**src/rtl/id_ex_ctrl_if.sv**
```systemverilog
// Decode-to-execute control bus: IF/ID inputs plus the registered ID/EX control outputs.
// master drives the decode side and observes EX controls; slave is the ID/EX stage.
interface id_ex_ctrl_if #(
    parameter int REG_AW = 5
);
    logic              id_valid;
    logic [31:0]       id_instr;
    logic              ext_stall;
    logic              flush;
    logic              hazard_stall;
    logic              ex_valid;
    logic [1:0]        ex_aluOp;
    logic [3:0]        ex_func;
    logic              ex_aluSrc;
    logic              ex_regDst;
    logic              ex_regWrite;
    logic              ex_memRead;
    logic              ex_memWrite;
    logic              ex_memToReg;
    logic              ex_branch;
    logic [REG_AW-1:0] ex_rs;
    logic [REG_AW-1:0] ex_rt;
    logic [REG_AW-1:0] ex_rd;
    logic [15:0]       ex_imm;
    logic              illegal_op;

    modport master (
        output id_valid, id_instr, ext_stall, flush,
        input  hazard_stall, ex_valid, ex_aluOp, ex_func, ex_aluSrc, ex_regDst,
               ex_regWrite, ex_memRead, ex_memWrite, ex_memToReg, ex_branch,
               ex_rs, ex_rt, ex_rd, ex_imm, illegal_op
    );

    modport slave (
        input  id_valid, id_instr, ext_stall, flush,
        output hazard_stall, ex_valid, ex_aluOp, ex_func, ex_aluSrc, ex_regDst,
               ex_regWrite, ex_memRead, ex_memWrite, ex_memToReg, ex_branch,
               ex_rs, ex_rt, ex_rd, ex_imm, illegal_op
    );
endinterface

```
**src/rtl/id_ex_ctrl_stage.sv**
```systemverilog
// ID/EX control stage: decodes IF/ID, detects load-use hazards, registers controls (1-cycle latency).
// ext_stall freezes the register; flush, hazards, invalid and illegal instructions load a bubble.
module id_ex_ctrl_stage #(
    parameter int REG_AW        = 5,
    parameter bit HAZ_IGNORE_R0 = 1'b1
) (
    input  logic         clk,
    input  logic         rst,
    id_ex_ctrl_if.slave  bus
);
    localparam logic [5:0] OP_RTYPE = 6'b000000;
    localparam logic [5:0] OP_ADDI  = 6'b001000;
    localparam logic [5:0] OP_LW    = 6'b100011;
    localparam logic [5:0] OP_SW    = 6'b101011;
    localparam logic [5:0] OP_BEQ   = 6'b000100;
    localparam logic [5:0] OP_ORI   = 6'b001101;
    localparam logic [5:0] OP_J     = 6'b000010;

    typedef struct packed {
        logic alu_src;
        logic reg_dst;
        logic reg_write;
        logic mem_read;
        logic mem_write;
        logic mem_to_reg;
        logic branch;
    } ctrl_t;

    typedef struct packed {
        logic              valid;
        logic [1:0]        alu_op;
        logic [3:0]        func;
        ctrl_t             ctrl;
        logic [REG_AW-1:0] rs;
        logic [REG_AW-1:0] rt;
        logic [REG_AW-1:0] rd;
        logic [15:0]       imm;
    } idex_t;

    logic [5:0]        op;
    logic [REG_AW-1:0] id_rs;
    logic [REG_AW-1:0] id_rt;
    logic [REG_AW-1:0] id_rd;
    logic              legal;
    logic              uses_rt;
    logic              hazard;
    idex_t             dec;
    idex_t             q;
    logic              illegal_q;

    assign op    = bus.id_instr[31:26];
    assign id_rs = REG_AW'(bus.id_instr[25:21]);
    assign id_rt = REG_AW'(bus.id_instr[20:16]);
    assign id_rd = REG_AW'(bus.id_instr[15:11]);

    always_comb begin
        dec       = '0;
        legal     = 1'b1;
        dec.valid = 1'b1;
        dec.rs    = id_rs;
        dec.rt    = id_rt;
        dec.rd    = id_rd;
        dec.imm   = bus.id_instr[15:0];
        case (op)
            OP_RTYPE: begin
                dec.alu_op         = 2'b00;
                dec.func           = bus.id_instr[3:0];
                dec.ctrl.reg_dst   = 1'b1;
                dec.ctrl.reg_write = 1'b1;
            end
            OP_ADDI: begin
                dec.alu_op         = 2'b11;
                dec.ctrl.alu_src   = 1'b1;
                dec.ctrl.reg_write = 1'b1;
            end
            OP_LW: begin
                dec.alu_op          = 2'b11;
                dec.ctrl.alu_src    = 1'b1;
                dec.ctrl.mem_read   = 1'b1;
                dec.ctrl.mem_to_reg = 1'b1;
                dec.ctrl.reg_write  = 1'b1;
            end
            OP_SW: begin
                dec.alu_op         = 2'b11;
                dec.ctrl.alu_src   = 1'b1;
                dec.ctrl.mem_write = 1'b1;
            end
            OP_BEQ: begin
                dec.alu_op      = 2'b01;
                dec.ctrl.branch = 1'b1;
            end
            OP_ORI: begin
                dec.alu_op         = 2'b10;
                dec.ctrl.alu_src   = 1'b1;
                dec.ctrl.reg_write = 1'b1;
            end
            OP_J: begin
                dec.alu_op = 2'b11;
            end
            default: begin
                legal = 1'b0;
            end
        endcase
    end

    // Only R-type, sw and beq actually read rt as a source operand.
    assign uses_rt = (op == OP_RTYPE) || (op == OP_SW) || (op == OP_BEQ);

    assign hazard = bus.id_valid && q.valid && q.ctrl.mem_read && !bus.flush
                 && ((q.rt == id_rs) || ((q.rt == id_rt) && uses_rt))
                 && (!HAZ_IGNORE_R0 || (q.rt != '0));

    always_ff @(posedge clk) begin
        if (rst) begin
            q         <= '0;
            illegal_q <= 1'b0;
        end else if (!bus.ext_stall) begin
            if (bus.flush || hazard) begin
                q <= '0;
            end else if (!bus.id_valid || !legal) begin
                q <= '0;
                if (bus.id_valid) begin
                    illegal_q <= 1'b1;
                end
            end else begin
                q <= dec;
            end
        end
    end

    assign bus.hazard_stall = hazard;
    assign bus.ex_valid     = q.valid;
    assign bus.ex_aluOp     = q.alu_op;
    assign bus.ex_func      = q.func;
    assign bus.ex_aluSrc    = q.ctrl.alu_src;
    assign bus.ex_regDst    = q.ctrl.reg_dst;
    assign bus.ex_regWrite  = q.ctrl.reg_write;
    assign bus.ex_memRead   = q.ctrl.mem_read;
    assign bus.ex_memWrite  = q.ctrl.mem_write;
    assign bus.ex_memToReg  = q.ctrl.mem_to_reg;
    assign bus.ex_branch    = q.ctrl.branch;
    assign bus.ex_rs        = q.rs;
    assign bus.ex_rt        = q.rt;
    assign bus.ex_rd        = q.rd;
    assign bus.ex_imm       = q.imm;
    assign bus.illegal_op   = illegal_q;
endmodule

```
**src/flat_wrapper.sv**
```systemverilog
// flat-port wrapper written by rule: the top's interface ports become plain ports
module id_ex_ctrl_stage_flat 
#(
    parameter int REG_AW        = 5,
    parameter bit HAZ_IGNORE_R0 = 1'b1
)
  (clk, rst, bus_id_valid, bus_id_instr, bus_ext_stall, bus_flush, bus_hazard_stall, bus_ex_valid, bus_ex_aluOp, bus_ex_func, bus_ex_aluSrc, bus_ex_regDst, bus_ex_regWrite, bus_ex_memRead, bus_ex_memWrite, bus_ex_memToReg, bus_ex_branch, bus_ex_rs, bus_ex_rt, bus_ex_rd, bus_ex_imm, bus_illegal_op);
  id_ex_ctrl_if #(.REG_AW(REG_AW)) bus_i ();
  input  logic clk;
  input  logic rst;
  input wire logic [$bits(bus_i.id_valid)-1:0] bus_id_valid;
  input wire logic [$bits(bus_i.id_instr)-1:0] bus_id_instr;
  input wire logic [$bits(bus_i.ext_stall)-1:0] bus_ext_stall;
  input wire logic [$bits(bus_i.flush)-1:0] bus_flush;
  output wire logic [$bits(bus_i.hazard_stall)-1:0] bus_hazard_stall;
  output wire logic [$bits(bus_i.ex_valid)-1:0] bus_ex_valid;
  output wire logic [$bits(bus_i.ex_aluOp)-1:0] bus_ex_aluOp;
  output wire logic [$bits(bus_i.ex_func)-1:0] bus_ex_func;
  output wire logic [$bits(bus_i.ex_aluSrc)-1:0] bus_ex_aluSrc;
  output wire logic [$bits(bus_i.ex_regDst)-1:0] bus_ex_regDst;
  output wire logic [$bits(bus_i.ex_regWrite)-1:0] bus_ex_regWrite;
  output wire logic [$bits(bus_i.ex_memRead)-1:0] bus_ex_memRead;
  output wire logic [$bits(bus_i.ex_memWrite)-1:0] bus_ex_memWrite;
  output wire logic [$bits(bus_i.ex_memToReg)-1:0] bus_ex_memToReg;
  output wire logic [$bits(bus_i.ex_branch)-1:0] bus_ex_branch;
  output wire logic [$bits(bus_i.ex_rs)-1:0] bus_ex_rs;
  output wire logic [$bits(bus_i.ex_rt)-1:0] bus_ex_rt;
  output wire logic [$bits(bus_i.ex_rd)-1:0] bus_ex_rd;
  output wire logic [$bits(bus_i.ex_imm)-1:0] bus_ex_imm;
  output wire logic [$bits(bus_i.illegal_op)-1:0] bus_illegal_op;
  assign bus_i.id_valid = bus_id_valid;
  assign bus_i.id_instr = bus_id_instr;
  assign bus_i.ext_stall = bus_ext_stall;
  assign bus_i.flush = bus_flush;
  assign bus_hazard_stall = bus_i.hazard_stall;
  assign bus_ex_valid = bus_i.ex_valid;
  assign bus_ex_aluOp = bus_i.ex_aluOp;
  assign bus_ex_func = bus_i.ex_func;
  assign bus_ex_aluSrc = bus_i.ex_aluSrc;
  assign bus_ex_regDst = bus_i.ex_regDst;
  assign bus_ex_regWrite = bus_i.ex_regWrite;
  assign bus_ex_memRead = bus_i.ex_memRead;
  assign bus_ex_memWrite = bus_i.ex_memWrite;
  assign bus_ex_memToReg = bus_i.ex_memToReg;
  assign bus_ex_branch = bus_i.ex_branch;
  assign bus_ex_rs = bus_i.ex_rs;
  assign bus_ex_rt = bus_i.ex_rt;
  assign bus_ex_rd = bus_i.ex_rd;
  assign bus_ex_imm = bus_i.ex_imm;
  assign bus_illegal_op = bus_i.illegal_op;
  id_ex_ctrl_stage #(.REG_AW(REG_AW), .HAZ_IGNORE_R0(HAZ_IGNORE_R0)) u_core (.clk(clk), .rst(rst), .bus(bus_i));
endmodule
```
**config.mk**
```make
export PLATFORM = sky130hd
export DESIGN_NAME = id_ex_ctrl_stage_flat
export DESIGN_NICKNAME = d
export VERILOG_FILES = /design/src/rtl/id_ex_ctrl_if.sv /design/src/rtl/id_ex_ctrl_stage.sv /design/src/flat_wrapper.sv
export SDC_FILE = /design/constraint.sdc
export NUM_CORES = 1
export LEC_CHECK = 0
export ABC_AREA = 0
export CAP_MARGIN = 10
export CORE_MARGIN = 2
export CORE_UTILIZATION = 45
export CTS_BUF_LIST = sky130_fd_sc_hd__clkbuf_2
export DETAILED_ROUTE_END_ITERATION = 10
export MAX_ROUTING_LAYER = met4
export PLACE_DENSITY = 0.95
export SLEW_MARGIN = 20
export SYNTH_ARGS = -nofsm -noshare
export SYNTH_HDL_FRONTEND = slang
export SYNTH_SLANG_ARGS = --single-unit
```
**constraint.sdc**
```tcl
create_clock -name clk -period 3.5 [get_ports clk]
set_clock_uncertainty 0.2 [all_clocks]
set_input_delay 0.7 -clock clk [delete_from_list [all_inputs] [get_ports clk]]
set_output_delay 0.7 -clock clk [all_outputs]
set_load 0.03 [all_outputs]
```
# Word-level counts from Yosys, hierarchy flattened
# Index checks and enable logic that the tools add are counted.
# totals
inputBits	37
out_inout_bits	47
latchBits	0
ramBits	0
reg_bits	46
wordCells	57
mem_count	0
mem_bits_ro	0
# classes
n_eq_ne	8
n_div	0
n_shift	0
muxes	11
add_sub_neg	0
n_reduce_logical	21
mul	0
order_cmp	0
bitwise	2
# ops
op	n
$mux 45	2
$eq 6x4->1 const B	2
$eq 6x6->1 const B	2
$reduce_or 4->1	3
$eq 5x5->1	2
$mux 1	7
$reduce_or 7->1	1
$eq 6x2->1 const B	1
$eq 6x3->1 const B	1
$logic_and 1x1->1	6
$logic_not 6->1	1
$pmux 2 s3	1
$logic_or 1x1->1	5
$reduce_bool 5->1	1
$mux 4	1
$reduce_and 4->1	1
$logic_not 1->1	3
$not 1->1	2

# Logic depth before layout (Yosys ltp)
# logic_depth
depth_word	10
mapped_depth	7
ltp_nobuf	5

# Least setup slack after synthesis
# No wires, ideal clock.
# synth_timing
kind	input to output
start	in bus_id_instr[31]
end	out bus_hazard_stall
arrival_time_ns	1.777
t_required_ns	2.600
path_slack_ns	0.823
path_stages	4
n_path_buf	1
path_cell_list	buf_2 > nor4_2 > o2111a_4 > a31o_2
# synth_between
elab_chain_len	7
# synth_lines
element	line_no	text
start, declared	flat_wrapper.sv:12	input wire logic [$bits(bus_i.id_instr)-1:0] bus_id_instr;
$eq 6x6->1 / $logic_not 6->1 (equally long branches)	id_ex_ctrl_stage.sv:107	assign uses_rt = (op == OP_RTYPE) || (op == OP_SW) || (op == OP_BEQ);
$logic_or 1x1->1	id_ex_ctrl_stage.sv:107	
$logic_or 1x1->1 *	id_ex_ctrl_stage.sv:107	
$logic_and 1x1->1 *	id_ex_ctrl_stage.sv:110	&& ((q.rt == id_rs) || ((q.rt == id_rt) && uses_rt))
$logic_or 1x1->1 *	id_ex_ctrl_stage.sv:110	
$logic_and 1x1->1 *	id_ex_ctrl_stage.sv:110	
$logic_and 1x1->1 *	id_ex_ctrl_stage.sv:111	&& (!HAZ_IGNORE_R0 || (q.rt != '0));
end, declared	flat_wrapper.sv:15	output wire logic [$bits(bus_i.hazard_stall)-1:0] bus_hazard_stall;
# Mark *: on every way between the ends. The rest lies on a longest branch, timed or not.

# Worst setup path in the final report
# layout_timing
start	in bus_id_instr[17]
end	out bus_hazard_stall
# layout_between
elab_chain_len	5
# layout_lines
element	line_no
$eq 5x5->1	id_ex_ctrl_stage.sv:110
$logic_and 1x1->1	id_ex_ctrl_stage.sv:110
$logic_or 1x1->1	id_ex_ctrl_stage.sv:110
$logic_and 1x1->1	id_ex_ctrl_stage.sv:110
$logic_and 1x1->1	id_ex_ctrl_stage.sv:111
# Every way passes these cells.

==> metrics <==
status finished, final reports clean; post-CTS setup buffers 0; RSZ-0062 raised after global routing false; gr ovfl total 0; post-synth top area share 46.24%; Synth Area in Adders 0.5780%; slowest stage delay, CP 450 ps; synth top area cells dfxtp_1 46%, a22o_1 14%, xor2_1 5.1%; Critical Path RT 2600 ps; Lkg Pwr 1.023 nW; FF+latch area 800.8 µm²; Main synth FF type dfxtp_1; vias post-DR 1594; WP data arrival 2290 ps; Initial Util 46.95%; I/O Buffers 83; via/cell ratio 5.403; EDFF count, synth 0; 1st-pass router iterations 4; Hold Buf Count CTS 0; Avg Inst Size Synth 10.43 µm²; worst hold path type flip-flop to flip-flop; final wirelength 4.383 mm; core footprint 3689 µm²; fin. max-slew vios 0; period utilization 91.13%; commonest non-fill, non-tap cells in the layout 82 x clkdlybuf4s50_1, 40 x dfxtp_1, 28 x a22o_1, 13 x nand2_1, 10 x xor2_1; hpwl dp 3.308 mm; antenna violations before repair 0; Placement Rows 22; gpl congestion 0.7750; H-tree depth 2; post-route ant nets 0; max cap viols 0; mux cell area share after synthesis 0%; CTS Buf Count 5; Syn. warnings 0; register clock-pin slew on the reported worst setup and hold paths 180 ps; layout cell share with drive strength beyond 1 10.53%; register area share after synthesis 46.24%; number of global-route vias before repair 1467; VDD IR max 0.0001411 V; Worst setup SP type input port; Design Area, Final 2631 µm²; synthesized flop and latch total 40; clock latency on the worst-skew pair 370 ps; largest net degree at the start of global routing 24; Net Count, Synth 203; Worst Path Max Fanout 6; max_slew headroom 56.76%; Sinks on Clock Net 40; Worst Setup Path Type input port to output port; Synth Area in XOR/XNOR 6.069%; R2R setup slack 1060 ps; final hold violations 0; multi-input combinational cell area 809.5 µm²; # nets final 283; area growth from synthesis to layout 51.95%; minimum clock period 3190 ps; initial DRC count 124; # resized after CTS 0; Setup violations, final 0; post-synth top area cell dfxtp_1; die width 66.04 µm; Fmax 313.5 MHz; Slew @ Worst Pin 643.8 ps; # fillers 296; Post-Syn Instances 166; simple-gate share of the synthesized area 13.87%; first-pass GRT wire length 6.775 mm; compound-gate portion of the synthesized area 26.08%; Power per Cell Area 315.9 nW/µm²; CP delay by family, top buffers and inverters; ant diodes 0; dpl cell area 2555 µm²; clock root buffer master clkbuf_2; CP max-delay cell clkdlybuf4s50_1; maximum clock path buffer count 2; largest family of logic cells by synthesized area compound AO/OA/AOI/OAI gates; die area 4361 µm²; CTS tree yes; DRC 0; critical path capture point type output port; GRT Total Usage 20.48%; crit-path cells clkdlybuf4s50_1 > xor2_1 > nor4_1 > o2111a_4 > a31o_2 > buf_4; die extent in y 66.04 µm; leading cell type in the layout, fill and taps excluded clkdlybuf4s50_1; asr flop ratio synth 0%; synth unique cells 35; Wirelength per Cell 14.86 µm; Top Ports 84; Worst Path Buf+Inv 2; setup TNS 0 ps; mapped cell area 1732 µm²
## metal layers
metal	share of wire (%)	global-route usage (%)
met1	42	24.13
met2	50	36.11
met3	6.4	4.089
met4	0.78	4.592
met5	0	-
## metrics by stage
| step | worst slack, ps | utilization, % | hold WS [ps] | total power, mW | instances |
|---|---|---|---|---|---|
| after floorplan | 823.2 | - | 383.3 | 0.5150 | 166 |
| after global placement | 176.2 | 69.27 | 232.6 | 0.5727 | 286 |
| after detailed placement | 36.10 | 69.27 | 245.4 | 0.5747 | 286 |
| after CTS | 282.6 | 71.03 | 283.4 | 0.8374 | 294 |
| after global routing | 216.5 | 71.34 | 298.8 | 0.8645 | 295 |
| final | 310.3 | 71.34 | 278.3 | 0.8312 | 295 |
## where the power goes
group          internal (mW)  switching [mW]  total [mW]  leakage [nW]
Clock                  0.123           0.142       0.265        0.0430
Combinational         0.0578          0.0484       0.106         0.657
Sequential             0.459         0.00165       0.460         0.322
Total                  0.639           0.192       0.831          1.02
## worst paths after layout
kind                                       startpoint                    end  cells past startpoint
worst max-delay path                 bus_id_instr[17]       bus_hazard_stall                      6
worst min-delay path            u_core.bus.ex_func[1]  u_core.bus.ex_func[1]                      2
worst max register to register    u_core.bus.ex_rt[0]  u_core.bus.ex_imm[10]                      6
worst min register to register  u_core.bus.ex_func[1]  u_core.bus.ex_func[1]                      2
## worst reg2reg max path, delay by kind of cell, from the launching register on
family	cells	cell delay [ps]
AOI/OAI and AO/OA	3	520
buffers and inverters	1	250
DFF	1	410
and+or+nand+nor	2	1020
## sequential cells by signal (all words and copies together) (netlist names)
signal and cells:
u_core.bus.ex_regDst 1, u_core.bus.ex_branch 1, u_core.bus.ex_valid 1, u_core.bus.ex_memWrite 1, u_core.bus.ex_memToReg 1, u_core.bus.ex_rs 5, u_core.bus.ex_regWrite 1, u_core.bus.ex_rt 5
u_core.bus.ex_imm 15, u_core.bus.ex_func 4, u_core.bus.ex_aluSrc 1, u_core.bus.illegal_op 1, u_core.bus.ex_aluOp 2, u_core.bus.ex_rd 1
## synthesized netlist by cell type (all sizes together), types with 3 or more instances
| cell type | number |
|---|---|
| a21oi | 3 |
| a32o | 6 |
| dfxtp | 40 |
| buf | 12 |
| a21o | 3 |
| nor4 | 6 |
| nor2 | 7 |
| clkbuf | 5 |
| xor2 | 10 |
| a22o | 28 |
| o21ai | 7 |
| nor3 | 3 |
| nand2 | 13 |
| nand3 | 3 |
## cells by family (layout without fill, tap and decap cells)
kind of cell | after synthesis | after routing
buf+inv | 20 | 101
xor+xnor | 12 | 12
fa+ha+maj | 1 | 1
compound gates | 53 | 53
simple gates | 40 | 40
flops | 40 | 40
## area by class of cell
cell class | instances | share of cell area (%)
clock buffers | 6 | 1.141
clock inverters | 2 | 1.331
repair buffers | 90 | 33.62
inverters | 3 | 0.4280
flip-flops and latches | 40 | 30.43
well taps | 48 | 2.282
multi-input cells | 106 | 30.77
Power figures use the tool's default switching activity.
